## config.mk

```make
export PLATFORM = sky130hd
export DESIGN_NAME = output_port_fifo
export DESIGN_NICKNAME = d
export VERILOG_FILES = /design/src/rtl/output_port_fifo.sv
export SDC_FILE = /design/constraint.sdc
export NUM_CORES = 1
export LEC_CHECK = 0
export CAP_MARGIN = 25
export CORE_UTILIZATION = 40
export CTS_CLUSTER_SIZE = 24
export DETAILED_ROUTE_END_ITERATION = 7
export PLACE_DENSITY_LB_ADDON = 0.08
export SLEW_MARGIN = 20
export SYNTH_ARGS = -nofsm -noshare
export SYNTH_HDL_FRONTEND = slang
export SYNTH_SLANG_ARGS = --single-unit
export TNS_END_PERCENT = 20
```

## constraint.sdc

```tcl
create_clock -name clk -period 6.2 [get_ports clk]
set_input_delay 1.86 -clock clk [delete_from_list [all_inputs] [get_ports clk]]
set_output_delay 1.86 -clock clk [all_outputs]
set_load 0.05 [all_outputs]
```

## src/rtl/output_port_fifo.sv

```systemverilog
// output_port_fifo: credit-returning receive buffer at a DySER output port.
// Accepts path tokens from the upstream switch/FU stage and presents them
// to the processor as a first-word-fall-through FIFO. Every drained entry
// returns one credit to the upstream. Configuration mode flushes the buffer
// and silences both the push and pop sides.

`ifndef PATH_WIDTH
`define PATH_WIDTH 33
`endif
`ifndef META_BITS
`define META_BITS 2
`endif

module output_port_fifo #(
    parameter int ID    = 0,
    parameter int DEPTH = 4,
    parameter int CNT_W = 3
) (
    input  logic                  clk,
    input  logic                  rst_n,
    input  logic [`PATH_WIDTH:0]  d_in,
    output logic                  c_out,
    input  logic                  conf_en,
    input  logic                  rd_en,
    output logic [31:0]           rd_data,
    output logic                  rd_valid,
    output logic                  empty,
    output logic                  full,
    output logic [CNT_W-1:0]      count,
    output logic                  overflow
);

    localparam int PTR_W  = $clog2(DEPTH);
    localparam int WORD_W = 33;

    // ID only tags the port for tracing; it takes part in the parameter
    // sanity check so an out-of-range configuration fails at elaboration.
    generate
        if ((ID < 0) || (DEPTH < 2) || (DEPTH > 16) ||
            ((DEPTH & (DEPTH - 1)) != 0) || (CNT_W < PTR_W + 1)) begin : g_bad_param
            $error("output_port_fifo: illegal DEPTH/CNT_W/ID combination");
        end
    endgenerate

    // Storage and state
    logic [WORD_W-1:0] r_mem [DEPTH];
    logic [PTR_W-1:0]  r_wr_ptr;
    logic [PTR_W-1:0]  r_rd_ptr;
    logic [CNT_W-1:0]  r_count;
    logic              r_overflow;
    logic              r_c_out;

    // Decoded control
    logic              w_empty;
    logic              w_full;
    logic              w_push;
    logic              w_pop;
    logic              w_wr_en;
    logic              w_ovf_evt;
    logic [WORD_W-1:0] w_wr_word;
    logic [WORD_W-1:0] w_head;

    assign w_empty   = (r_count == '0);
    assign w_full    = (r_count == CNT_W'(DEPTH));

    // A token is present when its ready bit is set; configuration mode
    // blocks both sides so the flush sees no competing traffic.
    assign w_push    = d_in[0] & ~conf_en;
    assign w_pop     = rd_en & ~w_empty & ~conf_en;

    // When full, a push is only accepted if a pop frees the head slot in
    // the same cycle; otherwise the token is dropped and flagged.
    assign w_wr_en   = w_push & (~w_full | w_pop);
    assign w_ovf_evt = w_push & w_full & ~w_pop;

    // Predicated-off tokens (valid=0) are stored like any other so that
    // they still consume and later return a credit.
    assign w_wr_word = {d_in[`PATH_WIDTH:`META_BITS], d_in[1]};

    // Token storage write port; contents need no reset since the pointers
    // and count define which entries are live.
    always_ff @(posedge clk) begin
        if (w_wr_en) begin
            r_mem[r_wr_ptr] <= w_wr_word;
        end
    end

    // Pointer, occupancy and overflow tracking, with synchronous flush in
    // configuration mode.
    always_ff @(posedge clk or negedge rst_n) begin
        if (!rst_n) begin
            r_wr_ptr   <= '0;
            r_rd_ptr   <= '0;
            r_count    <= '0;
            r_overflow <= 1'b0;
        end else if (conf_en) begin
            r_wr_ptr   <= '0;
            r_rd_ptr   <= '0;
            r_count    <= '0;
            r_overflow <= 1'b0;
        end else begin
            if (w_wr_en) begin
                r_wr_ptr <= r_wr_ptr + PTR_W'(1);
            end
            if (w_pop) begin
                r_rd_ptr <= r_rd_ptr + PTR_W'(1);
            end
            case ({w_wr_en, w_pop})
                2'b10:   r_count <= r_count + CNT_W'(1);
                2'b01:   r_count <= r_count - CNT_W'(1);
                default: r_count <= r_count;
            endcase
            if (w_ovf_evt) begin
                r_overflow <= 1'b1;
            end
        end
    end

    // Credit return: one registered pulse per pop. w_pop is already
    // suppressed during configuration, so no credit leaks out then.
    always_ff @(posedge clk or negedge rst_n) begin
        if (!rst_n) begin
            r_c_out <= 1'b0;
        end else begin
            r_c_out <= w_pop;
        end
    end

    // First-word-fall-through head view, forced to zero when empty.
    assign w_head   = r_mem[r_rd_ptr];
    assign rd_data  = w_empty ? 32'd0 : w_head[WORD_W-1:1];
    assign rd_valid = w_empty ? 1'b0  : w_head[0];

    assign empty    = w_empty;
    assign full     = w_full;
    assign count    = r_count;
    assign overflow = r_overflow;
    assign c_out    = r_c_out;

endmodule

```

# After elaboration in Yosys (flattened, before gate mapping)
# Memories as Yosys holds them, arrays and structs flattened.
# Cells that the tools add are included.
op_classes:
  addsub: 4
  reduce_logical: 5
  n_mux: 12
  n_bitwise: 11
  eq_ne: 3
ops:
  columns: ["op", "n"]
  rows:
  - ["$mux 32", 1]
  - ["$mux 2", 4]
  - ["$and 1x1->1", 6]
  - ["$pmux 3 s2", 1]
  - ["$reduce_bool 2->1", 3]
  - ["$mux 1", 5]
  - ["$add 2x1->2 const B", 2]
  - ["$not 1->1", 4]
  - ["$add 3x1->3 const B", 1]
  - ["$eq 3x3->1 const B", 1]
  - ["$logic_not 3->1", 1]
  - ["$mux 3", 1]
  - ["$reduce_bool 3->1", 1]
  - ["$sub 3x1->3 const B", 1]
  - ["$eq 2x1->1 const B", 1]
  - ["$eq 2x2->1 const B", 1]
  - ["$or 1x1->1", 1]
totals:
  mem_count: 1
  ram_bits: 132
  reg_bits: 9
  out_inout_bits: 40
  in_bits: 38
  word_cells: 41
memory_table:
  columns: ["name", "words", "word_bits", "read_ports", "rd_clocked_by_memory_dff", "write_ports", "line", "rtl"]
  rows:
  - ["r_mem", 4, 33, 1, 0, 1, "46", "logic [WORD_W-1:0] r_mem [DEPTH];"]

# Logic depth before layout (Yosys ltp)
depth:
  ltp_word: 9
  depth_mapped: 7

# Worst setup path after synthesis
# No wires, ideal clock.
synth_timing:
  path_type: "in2reg"
  start: "input port rd_en"
  end: "memory r_mem[0][0] (enable)"
  slack_ns: 0.945
  arrival_ns: 4.784
  path_buffers: 1
  path_stages: 3
  t_required_ns: 5.729
  cell_sequence: "clkbuf_1 o21ai_1 nor3b_1"
synth_between:
  elab_chain_len: 6
synth_rtl:
  columns: ["element", "line", "rtl"]
  rows:
  - ["from (decl)", "24", "input logic rd_en,"]
  - ["$and 1x1->1 (2 in series)", "69", "assign w_pop = rd_en & ~w_empty & ~conf_en;"]
  - ["$or 1x1->1", "73", "assign w_wr_en = w_push & (~w_full | w_pop);"]
  - ["$and 1x1->1", "73", null]
  - ["$mux 1", "83", "if (w_wr_en) begin"]
  - ["$mux 1 (implied by the code)", "84", "r_mem[r_wr_ptr] <= w_wr_word;"]
  - ["to (decl)", "46", null]
# No other way between the ends.

# Worst setup path after layout
layout_timing:
  start: "register r_rd_ptr[0]"
  end: "output port rd_data[25]"
layout_between:
  elab_chain_len: 2
layout_rtl:
  columns: ["element", "line", "rtl"]
  rows:
  - ["from (decl)", "48", "logic [PTR_W-1:0] r_rd_ptr;"]
  - ["from (signal assigned)", "106", "r_rd_ptr <= r_rd_ptr + PTR_W'(1);"]
  - ["$mem_v2 4x33", null, null]
  - ["$mux 32", "131", "assign rd_data = w_empty ? 32'd0 : w_head[WORD_W-1:1];"]
  - ["to (decl)", "25", "output logic [31:0] rd_data,"]
# No other way between the ends.

==> impl_table.tex <==
\begin{tabular}{lr}
\hline
Metric & Value \\
\hline
\multicolumn{2}{l}{\textbf{Drt}} \\
\quad DR vias & 2,847 \\
\quad Number of antenna-violating nets in the routed design & 0 \\
\quad Wirelength per Cell & 18.8 um \\
\quad Wire length after detailed routing & 10,500 um \\
\quad Detailed-route DRC error count & 0 \\
\quad Number of optimization iterations in the first detailed-route pass & 4 \\
\quad DRT iter0 DRCs & 209 \\
\quad Via/cell ratio & 5.13 \\
\multicolumn{2}{l}{\textbf{Die}} \\
\quad Initial cell density of the core & 0.417 \\
\quad Die Footprint & 14,500 um2 \\
\quad Overall die width & 120 um \\
\quad Std cell rows & 42 \\
\quad Number of primary I/O pins & 78 \\
\quad Placeable core region & 13,500 um2 \\
\quad Die height & 120 um \\
\multicolumn{2}{l}{\textbf{Placement}} \\
\quad DP HPWL & 6090 um \\
\quad Input/output buffers & 77 \\
\quad RD Place Congestion & 0.734 \\
\quad Setup WS pre-CTS & 1.65 ns \\
\multicolumn{2}{l}{\textbf{Clocking}} \\
\quad Clock latency reported for the late side of the worst-skew pair & 0.42 ns \\
\quad Buffer count from post-CTS setup fixing & 0 \\
\quad Total clock buffers created by CTS & 17 \\
\quad Number of clock sinks & 141 \\
\quad Clock H-tree levels & 4 \\
\quad Hold-fix buffers, CTS & 0 \\
\quad Clock slew seen by the registers of the worst setup and hold paths & 0.05 ns \\
\quad TritonCTS clock tree & built \\
\quad Root buf cell & sky130\_fd\_sc\_hd\_\_clkbuf\_16 \\
\quad Post-cts gate resize count & 0 \\
\quad Buffer depth of the longest clock path & 2 \\
\multicolumn{2}{l}{\textbf{Worst hold path}} \\
\quad Hold WC Path Type & reg2reg \\
\quad Number of cells traversed by the worst hold path & 2 \\
\multicolumn{2}{l}{\textbf{Power and ir drop}} \\
\quad Static Leakage & 2.35 nW \\
\quad PwrDens & 375 nW/um2 \\
\quad Maximum VDD drop & 0.224 mV \\
\multicolumn{2}{l}{\textbf{Synth}} \\
\quad Average footprint of a synthesized cell & 20.3 um2 \\
\quad Dominant combinational cell family by area after synthesis & multiplexers \\
\quad Count of cell types in the netlist & 37 \\
\quad Share of synthesized area spent on multiplexers & 0.137 \\
\quad Synth Area in Simple Gates & 0.0634 \\
\quad Adder and majority gate portion of the synthesized area & 0.0125 \\
\quad Post-synthesis compound-gate area fraction & 0.0161 \\
\quad Number of warnings reported in the yosys synthesis log & 0 \\
\quad Xor and xnor area share after synthesis & 0.00625 \\
\quad Combined area of all synthesized cells & 5610 um2 \\
\quad Number of cells produced by synthesis & 276 \\
\quad Sequential area share after synthesis & 0.747 \\
\quad Yosys reg bits & 141 \\
\quad Syn Nets & 319 \\
\multicolumn{2}{l}{\textbf{Global route}} \\
\quad Global router's overall resource usage & 0.159 \\
\quad Vias in the first global route & 2,935 \\
\quad Initial antenna violation count & 0 \\
\quad Pin count of the biggest net entering global routing & 35 \\
\quad Wire length of the first global-routing pass & 16,400 um \\
\quad Total grt overflow & 0 \\
\multicolumn{2}{l}{\textbf{Final layout}} \\
\quad Proportion of layout cells with a drive suffix above 1 & 0.216 \\
\quad Number of diodes added for antenna fixing & 0 \\
\quad Area taken by multi-input logic gates & 1350 um2 \\
\quad Net count of the finished layout & 409 \\
\quad Synthesis-to-layout area growth & 29.4\% \\
\quad Area taken by flip-flops and latches & 4190 um2 \\
\quad Filler cell count & 1,131 \\
\quad Post-layout util & 0.539 \\
\multicolumn{2}{l}{\textbf{Setup path}} \\
\quad CP Cell Sequence & buf\_4 > mux4\_2 > nor2b\_1 > clkdlybuf4s50\_1 \\
\quad Critical-path maximum fanout & 25 \\
\quad Worst-path cell with the longest stage delay & sky130\_fd\_sc\_hd\_\_dfrtp\_2 \\
\quad Startpoint Class & register \\
\quad Required time of the critical path & 4.34 ns \\
\quad Largest stage delay on the critical path & 0.94 ns \\
\quad Endpoint arrival time on the critical path & 3.03 ns \\
\quad Class of the most critical setup path & reg2out \\
\quad Kind of end point of the critical path & output port \\
\quad Depth of the worst register-to-register path & 5 \\
\multicolumn{2}{l}{\textbf{Run}} \\
\quad Max-Cap Viols & 0 \\
\multicolumn{2}{l}{\textbf{STA}} \\
\quad F\_max & 204 MHz \\
\quad Final total negative setup slack & 0 ns \\
\quad Unrepaired setup endpoints after global routing & no \\
\quad Number of hold-slack violations in the final timing report & 0 \\
\quad Finish-stage setup viols & 0 \\
\quad Ratio of final minimum period to clock period & 0.789 \\
\quad Crit path time final & 4.89 ns \\
\quad Clock Skew & 0.00792 ns \\
\quad Max-slew violations & 0 \\
\quad Tightest Pin Transition & 0.897 ns \\
\quad Relative slew slack & 0.402 \\
\quad Final worst-path setup slack & 1.31 ns \\
\multicolumn{2}{l}{\textbf{Run status}} \\
\quad Outcome & complete, no violations \\
\hline
\end{tabular}
cell families after synthesis:
family          after synthesis
buf+inv                      21
xor+xnor                      4
fa+ha+maj                     5
mux                          35
compound gates               13
simple gates                 57
flops                       141
Yosys cell counts:
master                        n  area (um2)
sky130_fd_sc_hd__edfxtp_1   132        3960
sky130_fd_sc_hd__mux4_2      33         743
sky130_fd_sc_hd__nor2b_1     33         206
sky130_fd_sc_hd__dfrtp_1      9         225
sky130_fd_sc_hd__nor2_1       7        26.3
sky130_fd_sc_hd__clkbuf_1     6        22.5
sky130_fd_sc_hd__buf_2        5        25.0
sky130_fd_sc_hd__inv_1        5        18.8
sky130_fd_sc_hd__buf_4        4        30.0
sky130_fd_sc_hd__ha_1         4        50.1
sky130_fd_sc_hd__nor3b_1      4        30.0
sky130_fd_sc_hd__nand2b_1     3        18.8
sky130_fd_sc_hd__xor2_1       3        26.3
sky130_fd_sc_hd__a21oi_1      2        10.0
sky130_fd_sc_hd__a31oi_1      2        12.5
sky130_fd_sc_hd__nand3_1      2        10.0
sky130_fd_sc_hd__o2111ai_1    2        17.5
sky130_fd_sc_hd__a41oi_1      1        8.76
sky130_fd_sc_hd__and4bb_2     1        12.5
sky130_fd_sc_hd__buf_1        1        3.75
sky130_fd_sc_hd__fa_1         1        20.0
sky130_fd_sc_hd__mux2_4       1        15.0
sky130_fd_sc_hd__mux2i_1      1        10.0
sky130_fd_sc_hd__nand2_1      1        3.75
sky130_fd_sc_hd__nand3b_1     1        7.51
sky130_fd_sc_hd__nor3_1       1        5.00
sky130_fd_sc_hd__nor3_2       1        10.0
sky130_fd_sc_hd__o211ai_1     1        7.51
sky130_fd_sc_hd__o21a_1       1        7.51
sky130_fd_sc_hd__o21ai_0      1        5.00
sky130_fd_sc_hd__o21ai_1      1        5.00
sky130_fd_sc_hd__o311ai_0     1        8.76
sky130_fd_sc_hd__o31ai_1      1        7.51
sky130_fd_sc_hd__or2_2        1        6.26
sky130_fd_sc_hd__or3b_4       1        11.3
sky130_fd_sc_hd__or4_1        1        7.51
sky130_fd_sc_hd__xnor2_1      1        8.76
cell type report:
type / instances / area share
inverter: 5 / 0.00259
multi-input combinational: 114 / 0.185
clock buffer: 18 / 0.0591
tap: 176 / 0.0303
timing repair buffer: 87 / 0.118
sequential: 141 / 0.578
clock inverter: 14 / 0.0274
cells in the final DEF (no fill, tap or decap), types with 2 or more instances in the layout:
cell                              instances
sky130_fd_sc_hd__inv_1                    5
sky130_fd_sc_hd__clkdlybuf4s50_1         77
sky130_fd_sc_hd__nor2_1                   7
sky130_fd_sc_hd__a31oi_1                  2
sky130_fd_sc_hd__dfrtp_1                  7
sky130_fd_sc_hd__nor3b_2                  4
sky130_fd_sc_hd__clkinvlp_4               3
sky130_fd_sc_hd__nor2b_1                 33
sky130_fd_sc_hd__mux4_2                  33
sky130_fd_sc_hd__bufinv_16                5
sky130_fd_sc_hd__xor2_1                   3
sky130_fd_sc_hd__ha_1                     4
sky130_fd_sc_hd__edfxtp_1               132
sky130_fd_sc_hd__clkinv_1                 3
sky130_fd_sc_hd__o2111ai_1                2
sky130_fd_sc_hd__clkinv_2                 3
sky130_fd_sc_hd__clkbuf_16               17
sky130_fd_sc_hd__nand3_1                  2
sky130_fd_sc_hd__dfrtp_2                  2
sky130_fd_sc_hd__a21oi_1                  2
sky130_fd_sc_hd__buf_4                    9
sky130_fd_sc_hd__nand2b_1                 3
through the flow:
| stage | area, um2 | hold slack, ns | std cells | total power [mW] |
|---|---|---|---|---|
| final | 7260 | 0.511 | 555 | 2.72 |
| after floorplan | 5610 | 0.554 | 276 | 1.48 |
| after global placement | 6610 | 0.495 | 522 | 1.67 |
| after detailed placement | 6630 | 0.497 | 523 | 1.68 |
| after CTS | 7260 | 0.515 | 555 | 2.75 |
| after global routing | 7260 | 0.547 | 555 | 2.82 |
sequential cells by signal, indices dropped and copies added (netlist names):
register and cells:
count 3, r_mem 132, overflow 1, r_wr_ptr 2, r_rd_ptr 2, c_out 1
worst paths after layout:
path | start | endpoint | slack, ns
hold / removal | overflow$_DFFE_PN0P_ | overflow$_DFFE_PN0P_ | 0.51
setup reg to reg | count[0]$_DFFE_PN0P_ | count[2]$_DFFE_PN0P_ | 3.87
min in group asynchronous | rst_n | overflow$_DFFE_PN0P_ | 1.77
hold reg to reg | overflow$_DFFE_PN0P_ | overflow$_DFFE_PN0P_ | 0.51
max in group asynchronous | rst_n | r_rd_ptr[0]$_DFFE_PN0P_ | 4.09
setup / recovery | r_rd_ptr[0]$_DFFE_PN0P_ | rd_data[25] | 1.31
worst max-delay path: cells and delay by family, from the launching register on:
| family | cells | cell delay, ns |
|---|---|---|
| simple gates | 1 | 0.14 |
| flops | 1 | 0.94 |
| mux | 1 | 0.50 |
| buf+inv | 2 | 1.02 |
power by group:
group / switching, mW / total [mW] / internal [mW]
sequential: 0.0400 / 1.12 / 1.08
combinational: 0.315 / 0.534 / 0.219
clock: 0.366 / 1.07 / 0.706
total: 0.722 / 2.72 / 2.00
per-layer routing:
| metal | up-vias | wire, um | share of wire | GRT usage |
|---|---|---|---|---|
| li1 | 1280 | - | - | - |
| met3 | 21 | 411 | 0.039 | 0.0373 |
| met1 | 1476 | 4820 | 0.46 | 0.213 |
| met5 | - | 0 | 0 | 0 |
| met4 | 0 | 205 | 0.020 | 0.0887 |
| met2 | 70 | 5030 | 0.48 | 0.239 |
(Power assumes the default switching activity.)
